File: src/rtl/rf_arb_pkg.sv
// rf_arb_pkg
// Shared constants and types for the register-file read arbiter.
//   RF_ADDR_W  : default register index width (select width of the 32:1 mux bank)
//   RF_DATA_W  : default read data width
//   MAX_REQ    : largest supported number of requesters
//   MAX_ID_W   : tag width needed for MAX_REQ requesters
//   MAX_ADDR_W : widest register index the S1 record can hold
//   s1_rec_t   : select-stage record (valid, addr, id)
package rf_arb_pkg;

  localparam int RF_ADDR_W  = 5;
  localparam int RF_DATA_W  = 32;
  localparam int MAX_REQ    = 8;
  localparam int MAX_ID_W   = 3;
  localparam int MAX_ADDR_W = 8;

  // Sized for the largest legal configuration; narrower builds zero-extend
  // into it and truncate back out.
  typedef struct packed {
    logic                  valid;
    logic [MAX_ADDR_W-1:0] addr;
    logic [MAX_ID_W-1:0]   id;
  } s1_rec_t;

  // Next round-robin start: one past the winner, wrapping at n.
  function automatic int rr_next(input int winner, input int n);
    return (winner >= n - 1) ? 0 : winner + 1;
  endfunction

endpackage

File: src/rtl/rf_read_arbiter_rr_arbiter.sv
// rr_arbiter
// Purely combinational round-robin pick: the first asserted valid bit at or
// after ptr (cyclic) wins. The pointer register lives in the parent.
// Ports:
//   valid [N]     : request vector
//   ptr   [PTR_W] : search start index, must be < N
//   grant [N]     : one-hot winner, zero when no request
module rr_arbiter #(
  parameter int N     = 4,
  parameter int PTR_W = (N > 1) ? $clog2(N) : 1
) (
  input  logic [N-1:0]     valid,
  input  logic [PTR_W-1:0] ptr,
  output logic [N-1:0]     grant
);

  logic [2*N-1:0] valid_dbl;
  logic [N-1:0]   valid_rot;
  logic [N-1:0]   grant_rot;
  logic [2*N-1:0] grant_dbl;
  logic           found;

  // Rotate so that index ptr lands on bit 0; a fixed low-first priority then
  // implements the cyclic search.
  assign valid_dbl = {valid, valid} >> ptr;
  assign valid_rot = valid_dbl[N-1:0];

  always_comb begin
    grant_rot = '0;
    found     = 1'b0;
    for (int k = 0; k < N; k++) begin
      if (!found && valid_rot[k]) begin
        grant_rot[k] = 1'b1;
        found        = 1'b1;
      end
    end
  end

  // Rotate the one-hot back; the bit that overflows past N wraps to the bottom.
  assign grant_dbl = {{N{1'b0}}, grant_rot} << ptr;
  assign grant     = grant_dbl[N-1:0] | grant_dbl[2*N-1:N];

endmodule

File: src/rtl/rf_read_arbiter.sv
// rf_read_arbiter
// Round-robin arbiter and two-stage sequencer for the shared register-file
// read port (32-bit bank of 32:1 bit-select muxes).
//   S1 (select)   : holds the granted address and drives mux_sel.
//   S2 (response) : captures mux_data and presents it with the requester tag.
// Optional feature: define RF_ARB_ZERO_REG_EN to force address 0 reads to
// return zero at S2 capture (mux_sel and latency unchanged).
// Ports:
//   clk, rst_n          : clock, asynchronous active-low reset
//   req_valid [NUM_REQ] : per-slot read request
//   req_addr            : per-slot register index, slot i at [i*ADDR_W +: ADDR_W]
//   req_ready [NUM_REQ] : one-hot (or zero) accept, combinational
//   mux_sel             : registered select to the mux bank
//   mux_data            : combinational mux bank output for mux_sel
//   rsp_valid/rsp_ready : response handshake
//   rsp_id, rsp_data    : requester tag and read data
module rf_read_arbiter
  import rf_arb_pkg::*;
#(
  parameter int NUM_REQ = 4,
  parameter int ADDR_W  = RF_ADDR_W,
  parameter int DATA_W  = RF_DATA_W,
  parameter int ID_W    = (NUM_REQ > 1) ? $clog2(NUM_REQ) : 1
) (
  input  logic                      clk,
  input  logic                      rst_n,
  input  logic [NUM_REQ-1:0]        req_valid,
  input  logic [NUM_REQ*ADDR_W-1:0] req_addr,
  output logic [NUM_REQ-1:0]        req_ready,
  output logic [ADDR_W-1:0]         mux_sel,
  input  logic [DATA_W-1:0]         mux_data,
  output logic                      rsp_valid,
  input  logic                      rsp_ready,
  output logic [ID_W-1:0]           rsp_id,
  output logic [DATA_W-1:0]         rsp_data
);

  if (NUM_REQ < 2 || NUM_REQ > MAX_REQ) begin : g_bad_num_req
    $error("rf_read_arbiter: NUM_REQ must be in 2..%0d", MAX_REQ);
  end
  if (ADDR_W > MAX_ADDR_W) begin : g_bad_addr_w
    $error("rf_read_arbiter: ADDR_W exceeds %0d", MAX_ADDR_W);
  end
  if (ID_W > MAX_ID_W) begin : g_bad_id_w
    $error("rf_read_arbiter: ID_W exceeds %0d", MAX_ID_W);
  end

  s1_rec_t            s1;
  logic [ID_W-1:0]    ptr;
  logic [NUM_REQ-1:0] grant;
  logic               stall;
  logic               accept;
  logic               hs;
  logic [ID_W-1:0]    winner;
  logic [ADDR_W-1:0]  win_addr;
  logic [ID_W-1:0]    ptr_nxt;
  logic [DATA_W-1:0]  s2_data_nxt;

  // ---------------------------------------------------------------------------
  // Flow control
  // ---------------------------------------------------------------------------
  assign stall  = rsp_valid & ~rsp_ready;
  // S1 can take a new grant when it is empty or when S2 is about to drain it.
  assign accept = ~s1.valid | ~stall;

  rr_arbiter #(
    .N     (NUM_REQ),
    .PTR_W (ID_W)
  ) u_rr (
    .valid (req_valid),
    .ptr   (ptr),
    .grant (grant)
  );

  assign req_ready = grant & {NUM_REQ{accept}};
  assign hs        = |req_ready;

  // Grant is one-hot, so OR-reducing the selected slots yields the winner's
  // index and address without a priority chain.
  always_comb begin
    winner   = '0;
    win_addr = '0;
    for (int i = 0; i < NUM_REQ; i++) begin
      if (grant[i]) begin
        winner   = winner | ID_W'(i);
        win_addr = win_addr | req_addr[i*ADDR_W +: ADDR_W];
      end
    end
  end

  assign ptr_nxt = ID_W'(rr_next(int'(winner), NUM_REQ));

  // ---------------------------------------------------------------------------
  // S1: select stage and round-robin pointer
  // ---------------------------------------------------------------------------
  always_ff @(posedge clk or negedge rst_n) begin
    if (!rst_n) begin
      s1  <= '0;
      ptr <= '0;
    end else if (accept) begin
      s1.valid <= hs;
      if (hs) begin
        s1.addr <= MAX_ADDR_W'(win_addr);
        s1.id   <= MAX_ID_W'(winner);
        ptr     <= ptr_nxt;
      end
      // addr/id deliberately held when S1 empties so mux_sel stays quiet.
    end
  end

  assign mux_sel = ADDR_W'(s1.addr);

  // ---------------------------------------------------------------------------
  // S2: response stage
  // ---------------------------------------------------------------------------
`ifdef RF_ARB_ZERO_REG_EN
  // Register 0 reads as constant zero; decided from the S1 address so the
  // mux bank and its select timing are untouched.
  assign s2_data_nxt = (mux_sel == '0) ? '0 : mux_data;
`else
  assign s2_data_nxt = mux_data;
`endif

  always_ff @(posedge clk or negedge rst_n) begin
    if (!rst_n) begin
      rsp_valid <= 1'b0;
      rsp_id    <= '0;
      rsp_data  <= '0;
    end else if (!stall) begin
      rsp_valid <= s1.valid;
      rsp_id    <= ID_W'(s1.id);
      rsp_data  <= s2_data_nxt;
    end
  end

endmodule

File: config.mk
export PLATFORM = sky130hd
export DESIGN_NAME = rf_read_arbiter
export DESIGN_NICKNAME = d
export VERILOG_FILES = /design/src/rtl/rf_arb_pkg.sv /design/src/rtl/rf_read_arbiter_rr_arbiter.sv /design/src/rtl/rf_read_arbiter.sv
export SDC_FILE = /design/constraint.sdc
export NUM_CORES = 1
export LEC_CHECK = 0
export BUFFER_PORTS_ARGS = -buffer_cell sky130_fd_sc_hd__clkbuf_2
export CAP_MARGIN = 30
export CELL_PAD_IN_SITES_DETAIL_PLACEMENT = 1
export CELL_PAD_IN_SITES_GLOBAL_PLACEMENT = 1
export CORE_MARGIN = 1.5
export CORE_UTILIZATION = 34
export DETAILED_ROUTE_END_ITERATION = 10
export PLACE_DENSITY_LB_ADDON = 0.1
export SLEW_MARGIN = 20
export SYNTH_ARGS = -nofsm -noshare
export SYNTH_HDL_FRONTEND = slang
export SYNTH_SLANG_ARGS = --single-unit
File: constraint.sdc
create_clock -name clk -period 1.7 [get_ports clk]
set_input_delay 0.085 -clock clk [delete_from_list [all_inputs] [get_ports clk]]
set_output_delay 0.085 -clock clk [all_outputs]
set_load 0.03 [all_outputs]
Word level (Yosys, flattened, before mapping)
Index checks and enable logic that the tools add are counted.
- register bits after elaboration: 45
- input bits: 59
- output and inout port bits: 44
- logic and storage cells: 43
- $add $sub $neg: 1
- $lt $le $gt $ge: 1
- shift operators: 2
- muxes and demuxes: 14
- bitwise gates (word level): 10
- reduce and logical (&&, ||, !) cells: 8
- operators with widths (cell ; number):
    5-bit two-way mux ; 4
    5-bit bitwise OR ; 3
    4-bit by 2-bit left shift with 8-bit output ; 1
    8-bit by 2-bit >> shifter with 4-bit output ; 1
    1-bit two-way mux ; 7
    2-bit two-way mux ; 3
    4-bit bitwise AND ; 1
    4-bit bitwise OR ; 1
    4-bit OR reduction ; 1
    1-bit logical AND ; 3
    1-bit zero test ; 3
    1-bit inverter ; 3
    2-bit by 1-bit adder with 2-bit output, second input constant ; 1
    2-bit >= comparator, second input constant ; 1
    2-bit AND reduction ; 1
    1-bit bitwise AND ; 1
    1-bit bitwise OR ; 1

Depth between registers and ports, before layout
Gate-level depths: netlist of run 1.
- word-level depth: 20
- depth in mapped cells: 6
- mapped depth without buffers: 4

Hierarchy
From an unflattened synthesis of run 1, not the netlist that was laid out.
- cell total of the unflattened synthesis: 150
- area, all modules: 1998.2 um^2
- modules (own cells, without submodules) (module ; instances ; cells an instance ; area each (um^2) ; seq. area each (um^2)):
    rf_read_arbiter ; 1 ; 131 ; 1886.8 ; 1126.1
    rr_arbiter ; 1 ; 19 ; 111.4 ; 0.0

Worst setup path before layout of run 1
OpenSTA, ideal clock, no wires.
- path kind: reg2out
- start: reg rsp_valid
- end: out req_ready[3]
- data arrival time: 1.531 ns
- required time: 1.615 ns
- setup slack: 0.084 ns
- stages on the path, launching flop included: 5
- buffers on the path: 2
- path through: dfrtp_1 > nor2b_1 > buf_2 > buf_2 > a21oi_1
- word-level cells in the longest chain between the ends: 4
- RTL lines (element ; line ; text):
    from (decl) ; rf_read_arbiter.sv:32 ; output logic rsp_valid,
    from (signal assigned) ; rf_read_arbiter.sv:130 ; rsp_valid <= s1.valid;
    1-bit bitwise AND ; rf_read_arbiter.sv:62 ; assign stall = rsp_valid & ~rsp_ready;
    1-bit inverter ; rf_read_arbiter.sv:64 ; assign accept = ~s1.valid | ~stall;
    1-bit bitwise OR ; rf_read_arbiter.sv:64 ;
    4-bit bitwise AND ; rf_read_arbiter.sv:75 ; assign req_ready = grant & {NUM_REQ{accept}};
    to (decl) ; rf_read_arbiter.sv:29 ; output logic [NUM_REQ-1:0] req_ready,
No other way between the ends.

Worst setup path after layout of run 1
- start: reg ptr[0]
- end: out req_ready[0]
- word-level cells in the longest chain between the ends: 14
- elaborated cells on any way between the ends: 16
- those cells by class: 2 x shift; 6 x mux; 2 x bitwise; 6 x reduce/logical
- RTL lines (element ; line ; text):
    from (decl) ; rf_read_arbiter.sv:49 ; logic [ID_W-1:0] ptr;
    from (signal assigned) ; rf_read_arbiter.sv:105 ; ptr <= ptr_nxt;
    8-bit by 2-bit >> shifter with 4-bit output ; rf_read_arbiter_rr_arbiter.sv:25 ; assign valid_dbl = {valid, valid} >> ptr;
    1-bit two-way mux ; rf_read_arbiter_rr_arbiter.sv:32 ; if (!found && valid_rot[k]) begin
    1-bit zero test ; rf_read_arbiter_rr_arbiter.sv:32 ;
    1-bit logical AND ; rf_read_arbiter_rr_arbiter.sv:32 ;
    1-bit two-way mux ; rf_read_arbiter_rr_arbiter.sv:32 ;
    1-bit zero test ; rf_read_arbiter_rr_arbiter.sv:32 ;
    1-bit logical AND ; rf_read_arbiter_rr_arbiter.sv:32 ;
    1-bit two-way mux ; rf_read_arbiter_rr_arbiter.sv:32 ;
    1-bit zero test ; rf_read_arbiter_rr_arbiter.sv:32 ;
    1-bit logical AND ; rf_read_arbiter_rr_arbiter.sv:32 ;
    1-bit two-way mux ; rf_read_arbiter_rr_arbiter.sv:32 ;
    4-bit by 2-bit left shift with 8-bit output (*) ; rf_read_arbiter_rr_arbiter.sv:40 ; assign grant_dbl = {{N{1'b0}}, grant_rot} << ptr;
    4-bit bitwise OR (*) ; rf_read_arbiter_rr_arbiter.sv:41 ; assign grant = grant_dbl[N-1:0] | grant_dbl[2*N-1:N];
    4-bit bitwise AND (*) ; rf_read_arbiter.sv:75 ;
Every way passes the cells marked *; elsewhere a longest branch is shown, timed or not.

==> results of run 1 <==
layout by cell type (no fill, tap or decap), drive strengths merged, types with 2 or more instances in the layout:
cell,n
clkbuf,107
dfrtp,45
mux2,34
buf,13
nor2,7
nand3,6
a21oi,5
nand4,5
a31oi,5
a221oi,5
nand2,4
o21ai,2
o211a,2
and2,2
nor2b,2
and3,2
cell families after synthesis:
group,after synthesis,share of synthesized area (%)
xor+xnor,1,0.4420
buf+inv,14,4.671
flops,45,56.82
compound gates,25,9.722
simple gates,32,9.029
mux,34,19.32
state kept, by name, indices dropped and copies added (netlist names):
| signal | flops |
|---|---|
| rsp_data | 32 |
| mux_sel | 5 |
| s1 | 3 |
| ptr | 2 |
| rsp_id | 2 |
| rsp_valid | 1 |
where the power goes:
group          internal (mW)  switching (mW)  leakage [nW]
Clock                  0.291           0.350        0.0385
Sequential              1.22          0.0970         0.518
Combinational          0.380           0.562         0.780
routing by layer:
layer	up-vias	track usage (%)
li1	758	-
met1	778	22.16
met2	60	24.70
met3	8	4.483
met4	0	5.789
met5	-	0
worst paths after layout:
| check | from | end | slack [ns] | cells after the start |
|---|---|---|---|---|
| min reg2reg | rsp_data[8]$_DFFE_PN0N_ | rsp_data[8]$_DFFE_PN0N_ | 0.51 | 1 |
| max reg2reg | ptr[0]$_DFFE_PN0P_ | mux_sel[3]$_DFFE_PN0P_ | 0.07 | 6 |
| max in group asynchronous | rst_n | ptr[1]$_DFFE_PN0P_ | 0.86 | 3 |
| min in group asynchronous | rst_n | rsp_data[27]$_DFFE_PN0N_ | 0.30 | 2 |
| min | mux_data[27] | rsp_data[27]$_DFFE_PN0N_ | 0.02 | 2 |
| max | ptr[0]$_DFFE_PN0P_ | req_ready[0] | 0.07 | 5 |
per-stage QoR:
step / util (%) / cells
2_1_floorplan: - / 151
3_3_place_gp: 45.70 / 316
3_5_place_dp: 45.70 / 316
4_1_cts: 47.70 / 326
5_1_grt: 48.89 / 331
6_report: 48.89 / 331
area by class of cell:
class,count,area [sq um]
Clock buffer,7,76.32
Tap cell,72,90.09
Clock inverter,1,7.507
Fill cell,657,2849
Multi-Input combinational cell,92,804.5
Timing Repair Buffer,114,618.1
Sequential cell,45,1129
timing repair:
action,4_1_cts,5_1_grt
resized for setup,3,9
endpoints found under the setup margin,3,3
pin swaps,0,2
endpoints found under the hold margin,18,0
hold buffers,1,0
buffers inserted,1,5
critical path, delay by kind of cell, from the launching register on:
| family | cells | cell delay, ns |
|---|---|---|
| DFF | 1 | 0.46 |
| buffers and inverters | 2 | 0.32 |
| AOI/OAI and AO/OA | 1 | 0.21 |
| and+or+nand+nor | 1 | 0.15 |
| xor gates and xnor gates | 1 | 0.11 |
==> impl_results.md, run 1 <==
- Arrival @ worst endpoint: 1.55 ns
- Startpoint types: flop
- Crit path kind: flop to output port
- Drt pass-1 iters: 4
- Number of CTS-inserted buffers: 5
- Post-synth EDFFs: 0
- Fin crit period: 1.633 ns
- Synth Area per Inst: 13.13 sq um
- Syn Nets: 210
- CP max-delay cell: dfrtp_2
- Slew Limit Fails: 0
- Top cell type's share of synthesized area: 56.82%
- Crit path capture type: output port
- Clk_lat worst skew: 0.29 ns
- Syn. warnings: 0
- First-pass GRT wire length: 7852 microns
- Root buffer cell: clkbuf_8
- Final GP Congestion: 0.7672
- Synthesized area: 1982 sq um
- Synthesis-stage register bit count: 45
- Crit Path Max Fanout: 8
- ANT cells: 0
- DIE AREA: 6296 sq um
- Vias: 1,604
- DP HPWL: 3878 microns
- Port bufs: 102
- Top sig layer: met4
- Max-Slew Margin vs Limit: 65.47%
- Final hold violations: 0
- Count leader, synth: dfrtp_1
- Initial Util: 35.56%
- GRT overflow: 0
- Final antenna-violating net count: 0
- CTS max path bufs: 2
- DRC viols: 0
- Gr usage total: 16.25%
- Final #Nets: 317
- Fin area: 2725 sq um
- CP required: 1.62 ns
- Synth area leaders: dfrtp_1 57%, mux2_2 19%, buf_4 3.4%, a221oi_1 2.2%, a31oi_1 1.6%
- Clk sinks: 45
- Sequential share of the synthesized area: 56.82%
- Width of the die: 79.35 microns
- Setup Skew: 0.005648 ns
- Clk slew on worst S/H paths: 0.09 ns
- CTS tree: yes
- Via density per instance: 4.846
- Pre-CTS WS: 0.2049 ns
- Met2 wire length: 2361 microns
- Final Total Pwr: 2.897 mW
- Outcome: finished clean
- Max-cap violations: 0
- Cell variety after synth: 29
- F_max: 612.3 MHz
- Metal3 WL: 311 microns
- Post-route setup slack: 0.06687 ns
- Core box area: 5574 sq um
- H-tree levels: 2
- Metal-1 WL: 2318 microns
- Largest net degree at the start of global routing: 28
- Hold slack final: 0.01614 ns
- Area leader, netlist: dfrtp_1
- Crit share post-route: 96.07%
- Initial DRC count: 58
- Slew at the pin closest to its max-slew limit: 0.5180 ns
- Cell count after synthesis: 151
- Ys flop type: dfrtp_1
- Synth cell count leaders: 45 x dfrtp_1, 34 x mux2_2, 9 x buf_4
- Setup violators final: 0
- P&R area growth vs syn: 37.50%
- Die H: 79.35 microns
- WL/cell: 15.34 microns
- Share of layout cells above drive strength 1: 64.48%
- Leak: 1.337 nW
- Setup TNS: 0 ns
- Hold Path Class: input pin to flop
- Worst path max stage delay: 0.46 ns
- Area after DPL: 2547 sq um
- Initial antenna violation count: 0
- FP Rows: 27
- WL final: 5076 microns
- Ys async rst share: 100.0%
- Number of global-route vias before repair: 1,555
- Power Dens Cells: 1063 nW/um^2
- VDD IR-drop max: 0.5370 mV
- I/O Pins: 103
- CP cell instances: buf_4, xnor2_1, o211a_1, and2_1, buf_2
Power figures use the tool's default switching activity.
==> run 2: changes to the inputs <==
RECOVER_POWER = 100   (was default)
==> run 2 against run 1 <==
Clock skew decreased by 0.00066 ns. Core utilization is 0.97 points lower. Non-clock buffer count is the same. Register-to-register slack barely moved. Sequential power hardly changed. Wire length rose by 1.0%. Critical path type is now flop to flop. Largest cell class unchanged.
==> impl_results.md, run 2 (synthesized netlist as in run 1, its figures left out) <==
- Outcome: finished clean
- Final GP Congestion: 0.7672 (unchanged)
- Final #Nets: 317 (unchanged)
- CTS tree: yes
- WL/cell: 15.49 microns (+1.0%)
- DP HPWL: 3878 microns (unchanged)
- GRT overflow: 0 (unchanged)
- F_max: 610.7 MHz (-0.26%)
- DRC viols: 0 (unchanged)
- Number of CTS-inserted buffers: 5 (unchanged)
- Drt pass-1 iters: 4 (unchanged)
- Crit path capture type: flop
- Commonest cells after routing, fill and taps aside: 59 x clkbuf_2, 43 x clkbuf_1, 43 x dfrtp_1
- Crit path kind: flop to flop
- Leak: 1.214 nW (-9.2%)
- Share of layout cells above drive strength 1: 48.65% (-16 points)
- Final hold violations: 0 (unchanged)
- VDD IR-drop max: 0.5295 mV (-1.4%)
- Initial Util: 35.56% (unchanged)
- Crit Path Max Fanout: 8 (unchanged)
- Number of global-route vias before repair: 1,555 (unchanged)
- Largest register FFs: 32 (unchanged)
- Crit share post-route: 96.32% (+0.25 points)
- Slew Limit Fails: 0 (unchanged)
- Clk slew on worst S/H paths: 0.08 ns (about the same)
- CTS max path bufs: 2 (unchanged)
- Initial antenna violation count: 0 (unchanged)
- Slew at the pin closest to its max-slew limit: 1.109 ns (+0.5906 ns)
- Commonest non-fill, non-tap cell in the layout: clkbuf_2
- Core box area: 5574 sq um (unchanged)
- Setup Skew: 0.004992 ns (-0.0006559 ns)
- I/O Pins: 103 (unchanged)
- Top reg by flops: rsp_data
- Vias: 1,599 (-0.31%)
- Die H: 79.35 microns (unchanged)
- Setup violators final: 0 (unchanged)
- First-pass GRT wire length: 7852 microns (unchanged)
- ANT cells: 0 (unchanged)
- Power Dens Cells: 1073 nW/um^2 (+0.95%)
- FP Rows: 27 (unchanged)
- P&R area growth vs syn: 34.79%
- Width of the die: 79.35 microns (unchanged)
- FF-to-FF path depth: 6 (unchanged)
- CP required: 1.87 ns (+0.25 ns)
- Hold Path Class: input pin to flop
- Fin crit period: 1.637 ns (+0.004283 ns)
- Clk_lat worst skew: 0.29 ns (about the same)
- Arrival @ worst endpoint: 1.81 ns (+0.26 ns)
- Final antenna-violating net count: 0 (unchanged)
- Hold path depth: 2 (unchanged)
- Setup TNS: 0 ns (unchanged)
- Root buffer cell: clkbuf_8
- Startpoint types: flop
- WL final: 5127 microns (+1.0%)
- Gr usage total: 16.25% (unchanged)
- Post-route setup slack: 0.06259 ns (-0.004283 ns)
- DIE AREA: 6296 sq um (unchanged)
- Port bufs: 102 (unchanged)
- Via density per instance: 4.831 (-0.31%)
- Clk sinks: 45 (unchanged)
- Largest net degree at the start of global routing: 28 (unchanged)
- Initial DRC count: 54 (-6.9%)
- Max-cap violations: 0 (unchanged)
- H-tree levels: 2 (unchanged)
- Pre-CTS WS: 0.2049 ns (unchanged)
- Max-Slew Margin vs Limit: 26.10% (-39 points)
[run 2: where the power goes]
group | internal [mW] | switching, mW
Combinational | 0.347 | 0.564
Clock | 0.291 | 0.351
Sequential | 1.22 | 0.0970
Total | 1.86 | 1.01
[run 2: what timing repair did]
item                                    CTS  global route
endpoints found under the setup margin    3             3
resized for setup                         3             9
hold endpoints to repair                 18             0
hold buffers                              1             0
pin swaps                                 0             2
gates cloned                              0             0
buffers inserted                          1             5
[run 2: final timing paths]
check                                             start  slack (ns)                       end
worst max-delay path                 ptr[0]$_DFFE_PN0P_        0.06    mux_sel[0]$_DFFE_PN0P_
worst min-delay path                       mux_data[27]        0.02  rsp_data[27]$_DFFE_PN0N_
worst max register to register       ptr[0]$_DFFE_PN0P_        0.06    mux_sel[0]$_DFFE_PN0P_
worst min register to register  rsp_data[8]$_DFFE_PN0N_        0.51   rsp_data[8]$_DFFE_PN0N_
max in group asynchronous                         rst_n        0.45        ptr[1]$_DFFE_PN0P_
min in group asynchronous                         rst_n        0.53  rsp_data[27]$_DFFE_PN0N_
[run 2: final cells by class]
cell class,count,area (sq um)
clock inverters,1,7.507
clock buffers,7,76.32
multi-input cells,92,804.5
fillers,673,2903
flip-flops and latches,45,1129
repair buffers,114,564.3
well taps,72,90.09
[run 2: stage by stage]
stage	utilization [%]	hold slack, ns	instance area [sq um]	power (mW)	cells
2_1_floorplan	-	-0.2106	1982	1.943	151
3_3_place_gp	45.70	0.08487	2547	2.193	316
3_5_place_dp	45.70	0.08703	2547	2.214	316
4_1_cts	47.70	0.003913	2659	2.891	326
5_1_grt	47.92	0.008099	2671	3.029	331
6_report	47.92	0.01641	2671	2.867	331
[run 2: per-layer routing]
metal | wire length [microns] | track usage [%] | part of all wire (%) | up-vias
met4 | 94 | 5.789 | 1.8 | 0
met5 | 0 | 0 | 0 | -
met3 | 336 | 4.483 | 6.6 | 8
met1 | 2358 | 22.16 | 46 | 771
met2 | 2337 | 24.70 | 46 | 62
li1 | - | - | - | 758
[run 2: worst max-delay path, stage by stage (launching register included)]
cell and delay, ns:
dfrtp_2 0.46, buf_4 0.15, xnor2_1 0.11, o211a_1 0.21, buf_4 0.16, a221oi_1 0.30, a31oi_1 0.11
==> run 3: changes to the inputs <==
ABC_AREA = 1   (was default)
CORE_UTILIZATION = 33   (was 34)
CTS_BUF_LIST = sky130_fd_sc_hd__clkbuf_16   (was default)
==> run 3 against run 2 <==
The flow now finishes with violations (setup timing). Non-clock buffer count increased by 29. Largest cell class is now multi-input combinational cells. Register-to-register slack got worse by 0.34 ns. Total power increased to 2.8 times the previous value. Cell area increased by 34%. First-iteration DRC count decreased by 28%. Combinational power increased to 5.8 times the previous value. Hold slack got worse by 0.014 ns. Clock-buffer cell count decreased by 2. Critical path depth increased by 6. Largest power group is now combinational logic. Core utilization increased by 3.9 points. Via count increased by 52%.
==> impl_results.md, run 3 <==
- Outcome: finished, violations left
- Failing checks: setup timing
- Switch share: 48.12% (+13 points)
- Int Pwr: 4.131 mW (+120%)
- Fill cells: 920 (+37%)
- Setup TNS: -3.651 ns (-3.651 ns)
- Slew Limit Fails: 0 (unchanged)
- Logic pwr share: 66.5% (+35 points)
- H-tree levels: 2 (unchanged)
- Number of global-route vias before repair: 2,578 (+66%)
- Final GP Congestion: 0.8552 (+11%)
- Core box area: 6907 sq um (+24%)
- Largest register FFs: 32 (unchanged)
- CP max-delay cell: dfrtp_2
- GRT overflow: 0 (unchanged)
- Share of layout cells above drive strength 1: 36.85% (-12 points)
- Clk_lat worst skew: 0.28 ns (about the same)
- Leak: 1.963 nW (+62%)
- CP required: 1.62 ns (-0.25 ns)
- Root buffer cell: clkbuf_16
- Startpoint types: flop
- Hold Path Class: input pin to flop
- Switching power: 3.831 mW (+280%)
- CTS max path bufs: 2 (unchanged)
- Cell count after synthesis: 308 (+100%)
- Vias: 2,427 (+52%)
- Synthesized area: 2397 sq um (+21%)
- Worst path max stage delay: 0.46 ns (about the same)
- Sequential fraction of design power: 20.2% (-26 points)
- Crit path capture type: output port
- Initial DRC count: 39 (-28%)
- Commonest non-fill, non-tap cell in the layout: nand2_1
- Crit path kind: flop to output port
- Count leader, synth: nand2_1
- Post-synth EDFFs: 0 (unchanged)
- Unrepaired setup endpoints after global routing: true
- Cell variety after synth: 19 (-34%)
- Area leader, netlist: dfrtp_1
- Ys async rst share: 100.0% (unchanged)
- Fin area: 3578 sq um (+34%)
- Commonest cells after routing, fill and taps aside: 146 x nand2_1, 61 x clkbuf_2, 43 x dfrtp_1
- Top cell type's share of synthesized area: 46.97% (-9.8 points)
- Fin crit period: 2.030 ns (+0.3929 ns)
- Max-Slew Margin vs Limit: 38.01% (+12 points)
- DIE AREA: 7785 sq um (+24%)
- Crit Path Max Fanout: 6 (-2)
- Slew at the pin closest to its max-slew limit: 0.9298 ns (-0.1788 ns)
- ANT cells: 0 (unchanged)
- Setup Skew: 0.003380 ns (-0.001612 ns)
- Arrival @ worst endpoint: 1.95 ns (+0.14 ns)
- Largest net degree at the start of global routing: 36 (+29%)
- Clk slew on worst S/H paths: 0.06 ns (-0.02 ns)
- P&R area growth vs syn: 49.27%
- Sequential share of the synthesized area: 46.97% (-9.8 points)
- Final hold violations: 0 (unchanged)
- DRC viols: 0 (unchanged)
- Final #Nets: 504 (+59%)
- Clk sinks: 45 (unchanged)
- VDD IR-drop max: 1.279 mV (+140%)
- Most used cell, CP: nand2_4
- Synth area leaders: dfrtp_1 47%, nand2_1 24%, nand3_1 5.6%, nand3_2 5.0%, nand2_2 3.4%
- Final antenna-violating net count: 0 (unchanged)
- Syn. warnings: 0 (unchanged)
- Power Dens Cells: 2225 nW/um^2 (+110%)
- Synth cell count leaders: 153 x nand2_1, 45 x dfrtp_1, 27 x nand3_1
- Synth Area per Inst: 7.783 sq um (-41%)
- Top reg by flops: rsp_data
- Seq. cell area: 1129 sq um (unchanged)
- I/O Pins: 103 (unchanged)
- Max-cap violations: 0 (unchanged)
- Port bufs: 102 (unchanged)
- Ys flop type: dfrtp_1
- CP cell instances: clkinv_4, nand2_4, nand3_1, nand2_2, nand2_4, nor2_4, nand2_4, nand3_4, nand3_4, buf_6, inv_4, buf_8
- Post-route setup slack: -0.3303 ns (-0.3929 ns)
- Via density per instance: 4.486 (-7.1%)
- CTS tree: yes
- DP HPWL: 5414 microns (+40%)
- WL/cell: 14.01 microns (-9.5%)
- Area after DPL: 3161 sq um (+24%)
- Synthesis-stage register bit count: 45 (unchanged)
- CP top delay family: simple AND/OR/NAND/NOR gates
- F_max: 492.5 MHz (-19%)
- First-pass GRT wire length: 11,680 microns (+49%)
- Syn Nets: 367 (+75%)
- Die H: 88.23 microns (+11%)
- Width of the die: 88.23 microns (+11%)
- Number of CTS-inserted buffers: 5 (unchanged)
- Gr usage total: 19.15% (+2.9 points)
- Initial antenna violation count: 0 (unchanged)
- FP Rows: 30 (+11%)
- Area of the multi-input gates: 1215 sq um (+51%)
- WL final: 7580 microns (+48%)
- Drt pass-1 iters: 4 (unchanged)
- Clock share of power: 13.4% (-9.0 points)
- Setup violators final: 14 (+14)
- CP bufs+invs: 4 (+2)
- Initial Util: 34.71% (-0.85 points)
- Crit share post-route: 119.4% (+23 points)
==> run 3: cell count changes after synthesis, moves of 6 or more <==
cell,previous run,this run
nand2_2,0,13
nand3_1,6,27
nand2_1,4,153
nand3_2,0,12
mux2_2,34,0
clkbuf_1,0,6
inv_1,0,21
==> run 3: power by group through the flow <==
stage,registers [mW],logic [mW],clock network [mW]
after global routing,1.65,5.77,1.14
after global placement,1.60,4.27,0
after floorplan,1.90,2.70,0
after detailed placement,1.61,4.37,0
after CTS,1.61,5.02,1.09
final,1.61,5.29,1.06
==> run 3: stage by stage <==
stage / hold slack, ns / std cells / util [%] / worst slack, ns / total power, mW
after floorplan: -0.2106 / 308 / - / -0.03814 / 4.606
after global placement: 0.06200 / 518 / 45.76 / -0.1397 / 5.871
after detailed placement: 0.06145 / 518 / 45.76 / -0.2609 / 5.979
after CTS: 0.0008971 / 541 / 51.47 / -0.2814 / 7.715
after global routing: 0.006369 / 541 / 51.81 / -0.4456 / 8.564
final: 0.002120 / 541 / 51.81 / -0.3303 / 7.963
==> run 3: worst register-to-register path, stage by stage (launching register included) <==
cell      delay, ns
dfrtp_2        0.46
clkinv_4       0.13
nand2_4        0.08
nand3_1        0.08
nand2_2        0.15
nand2_4        0.07
nor2_4         0.16
nand2_4        0.08
nand3_4        0.10
buf_4          0.14
buf_4          0.11
nand3_1        0.06
nand2_1        0.07
inv_1          0.04
nand2_2        0.09
nand2_2        0.06
nand2_1        0.06
==> run 3: repair_timing <==
| item | 4_1_cts | 5_1_grt |
|---|---|---|
| hold buffers | 4 | 0 |
| buffers inserted | 11 | 0 |
| resized for setup | 28 | 23 |
| cloned | 1 | 0 |
| pin swaps | 8 | 14 |
| endpoints found under the hold margin | 18 | 0 |
| endpoints found under the setup margin | 14 | 14 |
==> run 3: path summary, 6_finish.rpt <==
kind,to,depth (start not counted),startpoint,slack [ns]
max,req_ready[3],12,ptr[0]$_DFFE_PN0P_,-0.33
min,rsp_data[11]$_DFFE_PN0N_,3,mux_data[11],0.002
max reg2reg,mux_sel[4]$_DFFE_PN0P_,16,ptr[0]$_DFFE_PN0P_,-0.28
min reg2reg,rsp_valid$_DFFE_PN0N_,2,s1[11]$_DFFE_PN0N_,0.44
max in group asynchronous,ptr[1]$_DFFE_PN0P_,3,rst_n,0.20
min in group asynchronous,rsp_data[15]$_DFFE_PN0N_,2,rst_n,0.46
==> run 3: cell type report <==
class	count	share of cell area, %
Clock buffer	5	3.497
Clock inverter	2	0.9790
Tap cell	96	3.357
Multi-Input combinational cell	222	33.95
Sequential cell	45	31.54
Inverter	28	3.427
Timing Repair Buffer	143	23.25
==> run 3: cell families after synthesis <==
family | after synthesis | synth area share (%)
AOI/OAI and AO/OA | 2 | 1.044
DFF | 45 | 46.97
buffers and inverters | 42 | 8.351
and+or+nand+nor | 219 | 43.63
==> run 3: layer usage <==
| layer | share of wire (%) | track usage, % |
|---|---|---|
| met1 | 43 | 23.71 |
| met4 | 1.6 | 5.824 |
| met2 | 50 | 33.10 |
| met3 | 6.1 | 4.664 |
| met5 | 0 | 0 |
